===== src/rtl/mem_access_ctrl.sv =====
// mem_access_ctrl: load/store sequencer for a synchronous word memory.
// Sub-word stores read the word, merge the new lane(s) into it, and write it back.
module mem_access_ctrl (
   input  logic        clk,
   input  logic        reset,
   input  logic        req_valid,
   output logic        req_ready,
   input  logic        req_write,
   input  logic [1:0]  req_size,
   input  logic [31:0] addr,
   input  logic [31:0] wdata,
   output logic [31:0] rdata,
   output logic        done,
   output logic        misalign,
   output logic [31:0] mem_addr,
   output logic        mem_wr,
   output logic [31:0] mem_wdata,
   input  logic [31:0] mem_rdata
);
   typedef enum logic [2:0] {IDLE, READ, WAIT, WRITE, DONE, ERR} state_t;
   state_t state, nxt;
   logic [1:0]  lane_q;
   logic [1:0]  size_q;
   logic        write_q;
   logic [31:0] wdata_q;
   logic [31:0] merged;
   logic        acc;
   logic        mis;
   assign acc = req_valid && state == IDLE;
   assign mis = req_size == 2'b11 || (req_size == 2'b01 && addr[0]) || (req_size == 2'b00 && addr[1:0] != 2'b00);
   always_comb begin
      nxt       = state;
      req_ready = 1'b0;
      done      = 1'b0;
      misalign  = 1'b0;
      mem_wr    = 1'b0;
      case (state)
         IDLE: begin
            req_ready = 1'b1;
            if (req_valid) nxt = mis ? ERR : (req_write && req_size == 2'b00) ? WRITE : READ;
         end
         READ:  nxt = WAIT;
         WAIT:  nxt = write_q ? WRITE : DONE;
         WRITE: begin
            mem_wr = 1'b1;
            nxt    = DONE;
         end
         DONE: begin
            done = 1'b1;
            nxt  = IDLE;
         end
         ERR: begin
            done     = 1'b1;
            misalign = 1'b1;
            nxt      = IDLE;
         end
         default: nxt = IDLE;
      endcase
   end
   // rdata holds the word captured in WAIT, so it doubles as the merge base
   always_comb begin
      merged = rdata;
      if (size_q == 2'b10) merged[{lane_q, 3'b000} +: 8] = wdata_q[7:0];
      else if (size_q == 2'b01) merged[{lane_q[1], 4'b0000} +: 16] = wdata_q[15:0];
      mem_wdata = size_q == 2'b00 ? wdata_q : merged;
   end
   always_ff @(posedge clk or negedge reset) begin
      if (!reset) begin
         state    <= IDLE;
         rdata    <= '0;
         mem_addr <= '0;
         lane_q   <= '0;
         size_q   <= '0;
         write_q  <= 1'b0;
         wdata_q  <= '0;
      end else begin
         state <= nxt;
         if (acc) begin
            lane_q  <= addr[1:0];
            size_q  <= req_size;
            write_q <= req_write;
            wdata_q <= wdata;
            if (!mis) mem_addr <= {addr[31:2], 2'b00};
         end
         if (state == WAIT) rdata <= mem_rdata;
      end
   end
endmodule


===== config.mk =====
export PLATFORM = sky130hd
export DESIGN_NAME = mem_access_ctrl
export DESIGN_NICKNAME = d
export VERILOG_FILES = /design/src/rtl/mem_access_ctrl.sv
export SDC_FILE = /design/constraint.sdc
export NUM_CORES = 1
export LEC_CHECK = 0
export CAP_MARGIN = 0
export CORE_MARGIN = 2
export CORE_UTILIZATION = 39
export CTS_BUF_LIST = sky130_fd_sc_hd__clkbuf_16
export DETAILED_ROUTE_END_ITERATION = 7
export PLACE_DENSITY_LB_ADDON = 0.08
export SLEW_MARGIN = 30
export SYNTH_ARGS = -nofsm -noshare
export SYNTH_HDL_FRONTEND = slang
export SYNTH_SLANG_ARGS = --single-unit

===== constraint.sdc =====
create_clock -name clk -period 2.08 [get_ports clk]
set_clock_uncertainty 0.15 [all_clocks]
set_input_delay 0.416 -clock clk [delete_from_list [all_inputs] [get_ports clk]]
set_output_delay 0.416 -clock clk [all_outputs]
set_load 0.01 [all_outputs]

Word level (Yosys, flattened, before mapping)
Index checks and enable logic that the tools add are counted.
{"block": "word_totals", "regBits": 102, "latch_bits": 0, "ram_bits": 0, "mem_bits_ro": 0, "in_bits": 102, "n_memories": 0}
{"block": "op_classes", "addsub": 2, "multipliers": 0, "div_mod_pow": 0, "n_lt_le_gt_ge": 0, "eq_ne": 10, "shift": 4, "n_mux": 14, "n_bitwise": 1, "n_reduce_logical": 12}
{"cell": "32-bit 2-to-1 mux", "n": 3}
{"cell": "32-bit bitwise mux", "n": 2}
{"cell": "16-bit by 7-bit variable shift with 32-bit output (first input constant)", "n": 1}
{"cell": "8-bit by 7-bit variable shift with 32-bit output (first input constant)", "n": 1}
{"cell": "16-bit by 7-bit indexed part select with 32-bit output", "n": 1}
{"cell": "8-bit by 7-bit indexed part select with 32-bit output", "n": 1}
{"cell": "5-bit negator with 7-bit output", "n": 2}
{"cell": "3-bit case mux with 4 select lines", "n": 1}
{"cell": "3-bit 2-to-1 mux", "n": 3}
{"cell": "3-bit by 2-bit equality test with 1-bit output (second input constant)", "n": 2}
{"cell": "3-bit equality test (second input constant)", "n": 2}
{"cell": "2-bit by 1-bit equality test with 1-bit output (second input constant)", "n": 2}
{"cell": "2-bit equality test (second input constant)", "n": 2}
{"cell": "1-bit logical AND", "n": 4}
{"cell": "2-bit zero test", "n": 2}
{"cell": "1-bit 2-to-1 mux", "n": 4}
{"cell": "3-bit by 1-bit equality test with 1-bit output (second input constant)", "n": 1}
{"cell": "3-bit zero test", "n": 1}
{"cell": "1-bit logical OR", "n": 2}
{"cell": "2-bit 2-to-1 mux", "n": 1}
{"cell": "2-bit inequality test (second input constant)", "n": 1}
{"cell": "2-bit AND reduction", "n": 1}
{"cell": "2-bit nonzero test", "n": 1}
{"cell": "2-bit OR reduction", "n": 1}
{"cell": "1-bit NOT", "n": 1}

Longest topological paths before layout
Gate-level depths: netlist (run 1).
{"block": "logic_depth", "ltp_word": 7, "ltp_mapped": 7}

Worst setup path after synthesis (run 1)
No wires, ideal clock.
{"block": "synth_path", "path_type": "register to output", "start": "reg lane_q[1]", "end": "out mem_wdata[24]", "arrival_ps": 1713, "required_ps": 1514, "path_slack_ps": -199, "path_stages_with_launch": 8, "n_path_buf": 1, "cell_sequence": "dfrtp_1 -> buf_2 -> inv_1 -> ha_1 -> nor2_1 -> nand4_1 -> nor3b_2 -> a21o_1"}
{"block": "synth_between", "elab_chain_len": 6, "elab_cells_between_ends": 11, "classes_between": "add/sub: 2; shift: 4; mux: 5"}
{"item": "start: declaration", "line_no": "22", "source": "logic [1:0] lane_q;"}
{"item": "start signal: assignment", "line_no": "79", "source": "lane_q <= addr[1:0];"}
{"item": "5-bit negator with 7-bit output", "line_no": "64", "source": "else if (size_q == 2'b01) merged[{lane_q[1], 4'b0000} +: 16] = wdata_q[15:0];"}
{"item": "16-bit by 7-bit indexed part select with 32-bit output or 16-bit by 7-bit variable shift with 32-bit output (tied branches)", "line_no": "64"}
{"item": "32-bit bitwise mux", "line_no": "64"}
{"item": "32-bit 2-to-1 mux", "line_no": "64"}
{"item": "32-bit 2-to-1 mux *", "line_no": "63", "source": "if (size_q == 2'b10) merged[{lane_q, 3'b000} +: 8] = wdata_q[7:0];"}
{"item": "32-bit 2-to-1 mux *", "line_no": "65", "source": "mem_wdata = size_q == 2'b00 ? wdata_q : merged;"}
{"item": "end: declaration", "line_no": "17", "source": "output logic [31:0] mem_wdata,"}
Every way passes the cells marked *; elsewhere a longest branch is shown, timed or not.

Final worst setup path (run 1)
{"block": "layout_path", "start": "reg lane_q[0]", "end": "out mem_wdata[14]"}
{"block": "layout_between", "elab_chain_len": 5, "elab_cells_between_ends": 6, "classes_between": "add/sub: 1; shift: 2; mux: 3"}
{"item": "5-bit negator with 7-bit output *", "line_no": "63"}
{"item": "8-bit by 7-bit indexed part select with 32-bit output or 8-bit by 7-bit variable shift with 32-bit output (tied branches)", "line_no": "63"}
{"item": "32-bit bitwise mux *", "line_no": "63"}
{"item": "32-bit 2-to-1 mux *", "line_no": "63"}
{"item": "32-bit 2-to-1 mux *", "line_no": "65"}
Marked as above.

==> run summary, run 1 <==
DRC -> 0
CTS Buf Count -> 9
Pre-antenna DRT Iters -> 4
Ys async rst share -> 100.0%
1st-iter DRT viols -> 223
CTS tree -> done
Arrival @ worst endpoint -> 1980 ps
HP Class -> flip-flop to flip-flop
CP required -> 1510 ps
Final Max Slew Viols -> 0
P_int -> 8.017 mW
Highest clock rate -> 393.5 MHz
Total length of routed wires -> 15,630 µm
Cells after Synth -> 448
Syn-to-layout area delta -> 65.15%
Post-Syn Area per Cell -> 10.79 µm²
Initial antenna violation count -> 0
Failing checks -> setup timing
Cell row count -> 40
IO Port Bufs -> 199
Min Hold Slack -> 334.0 ps
Final setup fails -> 32
Minimum clock period -> 2541 ps
Startpoint types -> flip-flop
CTS Sinks -> 102
Final period util -> 122.2%
Final core utilization -> 66.21%
Seq pwr share -> 28.9%
Total negative slack -> -12,640 ps
Pin count of the biggest net entering global routing -> 60
Ys Warns -> 0
Post-synthesis register bit count -> 102
Max-cap viol count -> 0
Register area -> 2556 µm²
Global-route wire length before repair -> 24,300 µm
Clk pwr share -> 11.7%
Final ANT Viol Nets -> 0
HPWL after DPL -> 11,370 µm
Max clock buf depth -> 2
Status -> finished, violations left
H-Tree Level Count -> 3
Net Sw Power -> 5.283 mW
Fillers -> 991
Nets -> 811
Grt ovf -> 0
LEAKAGE -> 3.582 nW
Max VDD drop -> 928.6 µV
Via-to-Cell Ratio -> 5.076
Clk pin slew, worst setup/hold paths -> 70 ps
Post-Syn Area -> 4836 µm²
Tot GR Track Use -> 24.06%
Drt wl/cell -> 17.83 µm
Vias in the first global route -> 4,617
Antenna cells -> 0
Combinational Power Share -> 59.4%
Die area -> 13,310 µm²
Global placement routability congestion -> 0.9130
Total power -> 13.30 mW
Ports -> 202
Width of the die -> 115.4 µm
Clock Tree Root -> clkbuf_16
Yosys cell types -> 41
Via count -> 4,452
Hold Vio Cnt, Final -> 0
Initial core utilization -> 40.09%
RSZ-0062 raised after global routing -> yes
Post-synth top flop -> dfrtp_1
Share of post-route cells with drive strength above 1 -> 28.49%
Area taken by multi-input logic gates -> 2401 µm²
Switching Share -> 39.72%
CP max FO -> 8
Worst Setup Path Type -> flip-flop to output pin
Final worst setup slack -> -461.4 ps
Worst slack, placed -> -658.1 ps
Placeable Area -> 12,060 µm²
Cell Pwr Density -> 1665 nW/µm²
Post-synth EDFFs -> 0
Chip height -> 115.4 µm
Clk Latency, worst-skew pair -> 350 ps
Seq/Total Area, Yosys -> 52.78%
Critical path endpoint category -> output pin
sequential cells by signal, indices dropped and copies added, names as in the netlist:
register and count:
mem_addr 30, write_q 1, size_q 2, wdata_q 32, lane_q 2, rdata 32
state 3
cells in the mapped netlist (all sizes together), types with 3 or more instances:
cell type    n  share of area, %
a221o        8               1.7
clkbuf       8              0.62
o2bb2ai     10               1.8
a21o         7               1.1
a22o         7               1.3
ha           5               1.3
a32o         8               1.7
buf         19               2.6
nor2         8              0.62
nor3         4              0.65
nor2b        6              0.78
mux2        62                14
nand2b       3              0.54
dfrtp      102                53
a31oi        7              0.91
o21ai        5              0.52
inv          4              0.31
o22ai        9               1.2
nand3        3              0.31
nand2      127               9.9
a221oi       7               1.3
a21oi       15               1.6
layout make-up:
cell class	count	share of cell area [%]
Multi-Input combinational cell	315	30.06
Timing Repair Buffer	271	31.63
Clock buffer	9	2.820
Sequential cell	102	32.01
Tap cell	168	2.632
Clock inverter	7	0.5013
Inverter	5	0.3447
per-layer routing:
metal	GRT usage, %	vias up	routed length (µm)
met5	0	-	0
met4	7.470	0	292
met3	8.962	19	1423
met2	40.16	186	7608
met1	28.95	2153	6310
li1	-	2094	-
critical path, stage by stage, from the launching register on:
cell and delay, ps:
dfrtp_1 370, inv_2 80, ha_4 170, nor2_4 110
nand4_1 190, buf_4 220, nor2_4 80, buf_8 150
o2bb2ai_2 100, buf_2 150
logic make-up (layout without fill, tap and decap cells):
kind of cell | count (synthesis) | after routing | synth area share [%]
AO/OA/AOI/OAI | 87 | 87 | 13.66
adder cells (fa/ha/maj) | 5 | 5 | 1.294
buffers and inverters | 32 | 292 | 3.570
flip-flops | 102 | 102 | 52.78
multiplexers | 62 | 62 | 14.44
other | 1 | 2 | 0.07755
AND/OR/NAND/NOR | 159 | 159 | 14.18
timing repair:
item | 4_1_cts | 5_1_grt
hold endpoints to repair | 26 | 0
endpoints found under the setup margin | 36 | 34
hold buffers | 1 | 0
pin swaps | 14 | 11
resized for setup | 192 | 22
setup buffers | 10 | 3
gates cloned | 0 | 1
power by group through the flow:
stage                     logic, mW  registers (mW)  clock network [mW]
after detailed placement       7.60            3.81                   0
after global routing           8.47            3.98                1.70
after CTS                      7.67            3.82                1.60
final                          7.90            3.84                1.56
after global placement         7.48            3.78                   0
after floorplan                3.29            3.91                   0
placed cells by master (no fill, tap or decap), drive strengths merged:
master | synthesis | layout
clkdlybuf4s50 | 0 | 160
nand2 | 127 | 127
buf | 19 | 104
dfrtp | 102 | 102
mux2 | 62 | 62
a21oi | 15 | 15
o2bb2ai | 10 | 10
clkbuf | 8 | 9
o22ai | 9 | 9
a32o | 8 | 8
a221o | 8 | 8
nor2 | 8 | 8
a22o | 7 | 7
a31oi | 7 | 7
a21o | 7 | 7
a221oi | 7 | 7
nor2b | 6 | 6
clkinv | 1 | 6
o21ai | 5 | 5
ha | 5 | 5
inv | 4 | 5
nor3 | 4 | 4
dlymetal6s2s | 0 | 3
dlygate4sd2 | 0 | 3
nand2b | 3 | 3
nand3 | 3 | 3
nor3b | 2 | 2
conb | 1 | 2
and2 | 2 | 2
o31ai | 1 | 1
or3 | 1 | 1
o21a | 1 | 1
nor4b | 1 | 1
a211oi | 1 | 1
o32ai | 1 | 1
clkinvlp | 0 | 1
nand4 | 1 | 1
nand3b | 1 | 1
dlygate4sd3 | 0 | 1
worst paths after layout:
path	start	endpoint	slack, ps	cells after the start
min in group asynchronous	reset	rdata[10]	370	2
max in group asynchronous	reset	mem_addr[8]	770	3
min reg2reg	mem_addr[5]	mem_addr[5]	330	1
max	lane_q[0]	mem_wdata[14]	-460	9
max reg2reg	state[0]	rdata[3]	330	4
min	mem_addr[5]	mem_addr[5]	330	1
per-stage QoR:
stage,instances,area [µm²]
floorplan,449,4903
global placement,848,7430
detailed placement,848,7430
CTS,874,7859
global route,877,7986
finish,877,7986
Note: power is estimated with default switching activity, not from simulation.
==> run 2, diff against run 1 <==
CORE_MARGIN = not set   (was 2)
SLEW_MARGIN = 10   (was 30)
==> run summary, run 2 (synthesis results as in run 1) <==
Cell row count -> 40 (unchanged)
R2R cell count -> 5 (was 4)
Max VDD drop -> 747.2 µV (was 928.6 µV)
Antenna cells -> 0 (unchanged)
Fillers -> 944 (was 991)
CP max FO -> 4 (was 8)
Drt wl/cell -> 17.44 µm (was 17.83 µm)
DRC -> 0 (unchanged)
LEAKAGE -> 3.629 nW (was 3.582 nW)
Final period util -> 125.4% (was 122.2%)
Via-to-Cell Ratio -> 5.088 (was 5.076)
Critical path endpoint category -> output pin (unchanged)
Gate family responsible for the most delay along the worst path -> buffers and inverters (unchanged)
Startpoint types -> flip-flop (unchanged)
Final ANT Viol Nets -> 0 (unchanged)
Die area -> 12,850 µm² (was 13,310 µm²)
Hold Vio Cnt, Final -> 0 (unchanged)
CTS Buf Count -> 9 (unchanged)
Final setup fails -> 32 (unchanged)
Placed cells -> 850 (was 848)
Placed cell areas -> 7482 µm² (was 7430 µm²)
1st-iter DRT viols -> 227 (was 223)
CP required -> 1510 ps (about the same)
Pre-antenna DRT Iters -> 7 (was 4)
Nets -> 818 (was 811)
Initial antenna violation count -> 0 (unchanged)
IO Port Bufs -> 199 (unchanged)
H-Tree Level Count -> 3 (unchanged)
HP Class -> primary input to async pin (was flip-flop to flip-flop)
Pin count of the biggest net entering global routing -> 61 (was 60)
Worst path cell trace -> inv_4, ha_4, nor2_4, nand4_1, buf_4, nor3b_4, buf_6, a21o_1, buf_2 (was inv_2, ha_4, nor2_4, nand4_1, buf_4, nor2_4, buf_8, o2bb2ai_2, buf_2)
Tot GR Track Use -> 25.09% (was 24.06%)
Arrival @ worst endpoint -> 2040 ps (was 1980 ps)
Max-cap viol count -> 0 (unchanged)
Placeable Area -> 12,060 µm² (unchanged)
Status -> finished, violations left (unchanged)
Finished Layout Cells -> 884 (was 877)
Chip height -> 113.4 µm (was 115.4 µm)
Switching Share -> 38.77% (was 39.72%)
Share of post-route cells with drive strength above 1 -> 29.05% (was 28.49%)
Global-route wire length before repair -> 24,500 µm (was 24,300 µm)
Width of the die -> 113.4 µm (was 115.4 µm)
Highest clock rate -> 383.5 MHz (was 393.5 MHz)
Commonest non-fill, non-tap cell in the layout -> clkdlybuf4s50_1 (unchanged)
Clk pwr share -> 13.0% (was 11.7%)
Minimum clock period -> 2608 ps (was 2541 ps)
Reg2reg setup slack -> 290 ps (was 330 ps)
Combinational Power Share -> 59.0% (was 59.4%)
Worst Setup Path Type -> flip-flop to output pin (unchanged)
Reg-to-Reg End -> mem_addr[11] (was rdata[3])
Failing checks -> setup timing (unchanged)
Largest stage delay on the critical path -> 400 ps (was 370 ps)
Initial core utilization -> 40.09% (unchanged)
Cell Pwr Density -> 1691 nW/µm² (was 1665 nW/µm²)
Crit-path slowest cell -> dfrtp_1 (unchanged)
Final Max Slew Viols -> 0 (unchanged)
Reg2reg start -> state[0] (unchanged)
Ports -> 202 (unchanged)
Vias in the first global route -> 4,734 (was 4,617)
Final Cell Area -> 8129 µm² (was 7986 µm²)
Grt ovf -> 0 (unchanged)
CTS Sinks -> 102 (unchanged)
HPWL after DPL -> 11,060 µm (was 11,370 µm)
Clk Latency, worst-skew pair -> 350 ps (about the same)
Global placement routability congestion -> 0.8831 (was 0.9130)
Largest regs -> rdata: 32 flops, wdata_q: 32 flops, mem_addr: 30 flops (unchanged)
Total length of routed wires -> 15,410 µm (was 15,630 µm)
P_int -> 8.417 mW (was 8.017 mW)
Clk pin slew, worst setup/hold paths -> 70 ps (about the same)
RSZ-0062 raised after global routing -> yes (unchanged)
Max clock buf depth -> 2 (unchanged)
Net Sw Power -> 5.329 mW (was 5.283 mW)
Highest-count cells in the layout ignoring fill and taps -> clkdlybuf4s50_1, nand2_1, dfrtp_1, buf_4, mux2_2 (unchanged)
Clock Tree Root -> clkbuf_16 (unchanged)
Final worst setup slack -> -527.5 ps (was -461.4 ps)
CP Buf/Inv Count -> 4 (unchanged)
Via count -> 4,498 (was 4,452)
CTS tree -> done (unchanged)
Seq pwr share -> 28.0% (was 28.9%)
Min Hold Slack -> 284.4 ps (was 334.0 ps)
Syn-to-layout area delta -> 68.10% (was 65.15%)
-- run 2: layout make-up --
cell class	count	area, µm²	area share, %
timing repair buffer	278	2605	32.05
sequential	102	2557	31.46
multi-input combinational	315	2414	29.69
clock buffer	9	225.2	2.771
tap	168	210.2	2.586
clock inverter	7	88.84	1.093
inverter	5	28.78	0.3540
-- run 2: how the worst max path moves through the flow --
stage | to | depth (start not counted) | from
floorplan | mem_wdata[24] | 7 | lane_q[1]
global placement | mem_wdata[16] | 6 | lane_q[0]
detailed placement | mem_wdata[18] | 6 | lane_q[0]
CTS | mem_wdata[27] | 9 | lane_q[1]
global route | mem_wdata[29] | 9 | lane_q[0]
finish | mem_wdata[27] | 9 | lane_q[0]
-- run 2: power by group through the flow --
stage	Combinational, mW	Sequential, mW	Clock, mW
2_1_floorplan	3.29	3.91	0
3_3_place_gp	7.57	3.76	0
3_5_place_dp	7.69	3.81	0
6_report	8.11	3.85	1.79
5_1_grt	8.71	3.98	1.91
4_1_cts	7.56	3.79	1.84
-- run 2: repair_timing --
item | CTS | global route
hold buffers | 1 | 0
resized for setup | 171 | 39
pin swaps | 14 | 16
setup buffers | 8 | 11
hold endpoints to repair | 8 | 0
endpoints found under the setup margin | 36 | 33
-- run 2: worst register-to-register path, stage by stage (launching register included) --
cell	delay (ps)
dfrtp_1	410
buf_4	180
nor3_4	190
o21a_2	190
buf_12	200
mux2_1	350
-- run 2: layer usage --
metal	share of wire, %	global-route usage [%]	vias up
met1	41	30.70	2163
met2	48	41.60	197
met4	3.0	10.35	0
met5	0	0	-
met3	8.1	7.231	24
li1	-	-	2114
-- run 2: through the flow --
step	setup WS (ps)	total power [mW]	utilization, %	TNS (ps)
2_1_floorplan	1.134	7.198	-	0
3_3_place_gp	-577.7	11.33	62.03	-19770
3_5_place_dp	-687.9	11.49	62.03	-23080
4_1_cts	-528.6	13.20	65.15	-11680
5_1_grt	-603.5	14.60	67.40	-15270
6_report	-527.5	13.75	67.40	-12970
==> run 3, diff against run 2 <==
CORE_UTILIZATION = 43   (was 39)
TNS_END_PERCENT = 10   (was not set)
clock period = 2.6 ns   (was 2.08 ns; I/O delays follow)
==> run summary, run 3 (synthesis results as in run 1) <==
Status -> finished, violations left (unchanged)
Failing checks -> setup timing (unchanged)
Initial core utilization -> 44.42% (was 40.09%)
Minimum clock period -> 2729 ps
Critical path endpoint category -> output pin (unchanged)
Clk pin slew, worst setup/hold paths -> 70 ps (about the same)
Share of post-route cells with drive strength above 1 -> 21.93% (was 29.05%)
Hold Vio Cnt, Final -> 0 (unchanged)
Worst path cell trace -> buf_4, ha_1, nand3_2, nor2_4, buf_4, a221o_1, dlygate4sd2_1 (was inv_4, ha_4, nor2_4, nand4_1, buf_4, nor3b_4, buf_6, a21o_1, buf_2)
Reg-to-Reg End -> state[2] (was mem_addr[11])
Syn-to-layout area delta -> 57.44% (was 68.10%)
CTS Sinks -> 102 (unchanged)
Initial antenna violation count -> 0 (unchanged)
Crit-path slowest cell -> dfrtp_1 (unchanged)
Placeable Area -> 10,890 µm² (was 12,060 µm²)
R2R cell count -> 4 (was 5)
Cell row count -> 38 (was 40)
1st-iter DRT viols -> 180 (was 227)
Max clock buf depth -> 2 (unchanged)
Tot GR Track Use -> 26.26% (was 25.09%)
Chip height -> 108.1 µm (was 113.4 µm)
Clk Latency, worst-skew pair -> 350 ps (about the same)
Global-route wire length before repair -> 23,030 µm (was 24,500 µm)
Pre-antenna DRT Iters -> 4 (was 7)
Final setup fails -> 17 (was 32)
Final ANT Viol Nets -> 0 (unchanged)
Most used cell, CP -> buf_4
Die area -> 11,670 µm² (was 12,850 µm²)
Largest stage delay on the critical path -> 380 ps (was 400 ps)
Cell Pwr Density -> 1318 nW/µm² (was 1691 nW/µm²)
CP required -> 1930 ps (was 1510 ps)
Highest clock rate -> 366.5 MHz
Via-to-Cell Ratio -> 5.313 (was 5.088)
Vias in the first global route -> 4,554 (was 4,734)
Commonest non-fill, non-tap cell in the layout -> clkdlybuf4s50_1 (unchanged)
Ports -> 202 (unchanged)
Antenna cells -> 0 (unchanged)
Fillers -> 878 (was 944)
Reg2reg setup slack -> 740 ps (was 290 ps)
CTS Buf Count -> 9 (unchanged)
HP Class -> flip-flop to flip-flop (was primary input to async pin)
Global placement routability congestion -> 0.8315 (was 0.8831)
Startpoint types -> flip-flop (unchanged)
HPWL after DPL -> 10,710 µm (was 11,060 µm)
Clock Tree Root -> clkbuf_16 (unchanged)
CP startpoint -> lane_q[1] (was lane_q[0])
Width of the die -> 108.1 µm (was 113.4 µm)
Grt ovf -> 0 (unchanged)
Critical Path Sink -> mem_wdata[16] (was mem_wdata[27])
Max VDD drop -> 626.2 µV (was 747.2 µV)
Final worst setup slack -> -128.8 ps (was -527.5 ps)
Placed cells -> 801 (was 850)
H-Tree Level Count -> 3 (unchanged)
Total length of routed wires -> 14,710 µm (was 15,410 µm)
IO Port Bufs -> 199 (unchanged)
LEAKAGE -> 3.393 nW (was 3.629 nW)
Arrival @ worst endpoint -> 2060 ps (was 2040 ps)
Finished Layout Cells -> 833 (was 884)
Final period util -> 105.0%
Largest regs -> rdata: 32 flops, wdata_q: 32 flops, mem_addr: 30 flops (unchanged)
CP max FO -> 6 (was 4)
Via count -> 4,426 (was 4,498)
Max-cap viol count -> 0 (unchanged)
Highest-count cells in the layout ignoring fill and taps -> clkdlybuf4s50_1, nand2_1, dfrtp_1, buf_4, mux2_2 (unchanged)
Pin count of the biggest net entering global routing -> 42 (was 61)
Worst Setup Path Type -> flip-flop to output pin (unchanged)
Drt wl/cell -> 17.66 µm (was 17.44 µm)
DRC -> 0 (unchanged)
Reg2reg start -> state[1] (was state[0])
Total negative slack -> -990.6 ps (was -12,970 ps)
CTS tree -> done (unchanged)
Final Max Slew Viols -> 0 (unchanged)
RSZ-0062 raised after global routing -> yes (unchanged)
Nets -> 796 (was 818)
==> run 3: power by group <==
| group | leakage, nW | internal (mW) | total (mW) | switching [mW] |
|---|---|---|---|---|
| sequential | 1.23 | 2.39 | 3.04 | 0.657 |
| clock | 0.134 | 0.729 | 1.29 | 0.564 |
| combinational | 2.03 | 3.04 | 5.70 | 2.66 |
| total | 3.39 | 6.15 | 10.0 | 3.88 |
==> run 3: what timing repair did <==
item / CTS / global route
setup endpoints to repair: 32 / 32
gates resized for setup: 96 / 53
hold buffers: 1 / 0
setup buffers: 13 / 3
endpoints found under the hold margin: 20 / 0
pin swaps: 4 / 11
==> run 3: worst max-delay path: cells and delay by family, from the launching register on <==
| family | cells | cell delay, ps |
|---|---|---|
| buffers and inverters | 3 | 600 |
| DFF | 1 | 380 |
| AOI/OAI and AO/OA | 1 | 350 |
| adders and majority gates | 1 | 210 |
| and+or+nand+nor | 2 | 170 |
==> run 3: layout make-up <==
cell class | instances | area, µm² | area share (%)
repair buffers | 256 | 2354 | 30.91
well taps | 140 | 175.2 | 2.301
multi-input cells | 315 | 2232 | 29.32
inverters | 5 | 21.27 | 0.2794
flip-flops and latches | 102 | 2552 | 33.53
clock inverters | 6 | 53.80 | 0.7067
clock buffers | 9 | 225.2 | 2.958
==> run 3: worst min-delay path by stage <==
stage / startpoint / end / depth (start not counted)
final: mem_addr[13] / mem_addr[13] / 1
after floorplan: reset / lane_q[0] / 0
after CTS: wdata_q[29] / wdata_q[29] / 2
after detailed placement: wdata_q[29] / wdata_q[29] / 2
after global placement: wdata_q[18] / wdata_q[18] / 2
after global routing: mem_addr[13] / mem_addr[13] / 1
==> run 3: metal layers <==
| layer | vias up | part of all wire, % | track usage [%] |
|---|---|---|---|
| met5 | - | 0 | 0 |
| met4 | 0 | 2.0 | 9.883 |
| met3 | 20 | 7.7 | 6.811 |
| met2 | 179 | 51 | 45.50 |
| met1 | 2164 | 39 | 31.18 |
| li1 | 2063 | - | - |
==> run 3: metrics by stage <==
step	instance area (µm²)	setup WS (ps)	utilization (%)	power (mW)	hold slack (ps)
2_1_floorplan	4840	217.0	-	5.653	74.41
3_3_place_gp	7182	-193.8	65.96	8.642	309.4
3_5_place_dp	7182	-277.9	65.96	8.796	312.7
4_1_cts	7550	-237.4	69.34	9.949	328.9
5_1_grt	7614	-196.3	69.93	10.69	350.6
6_report	7614	-128.8	69.93	10.03	332.9
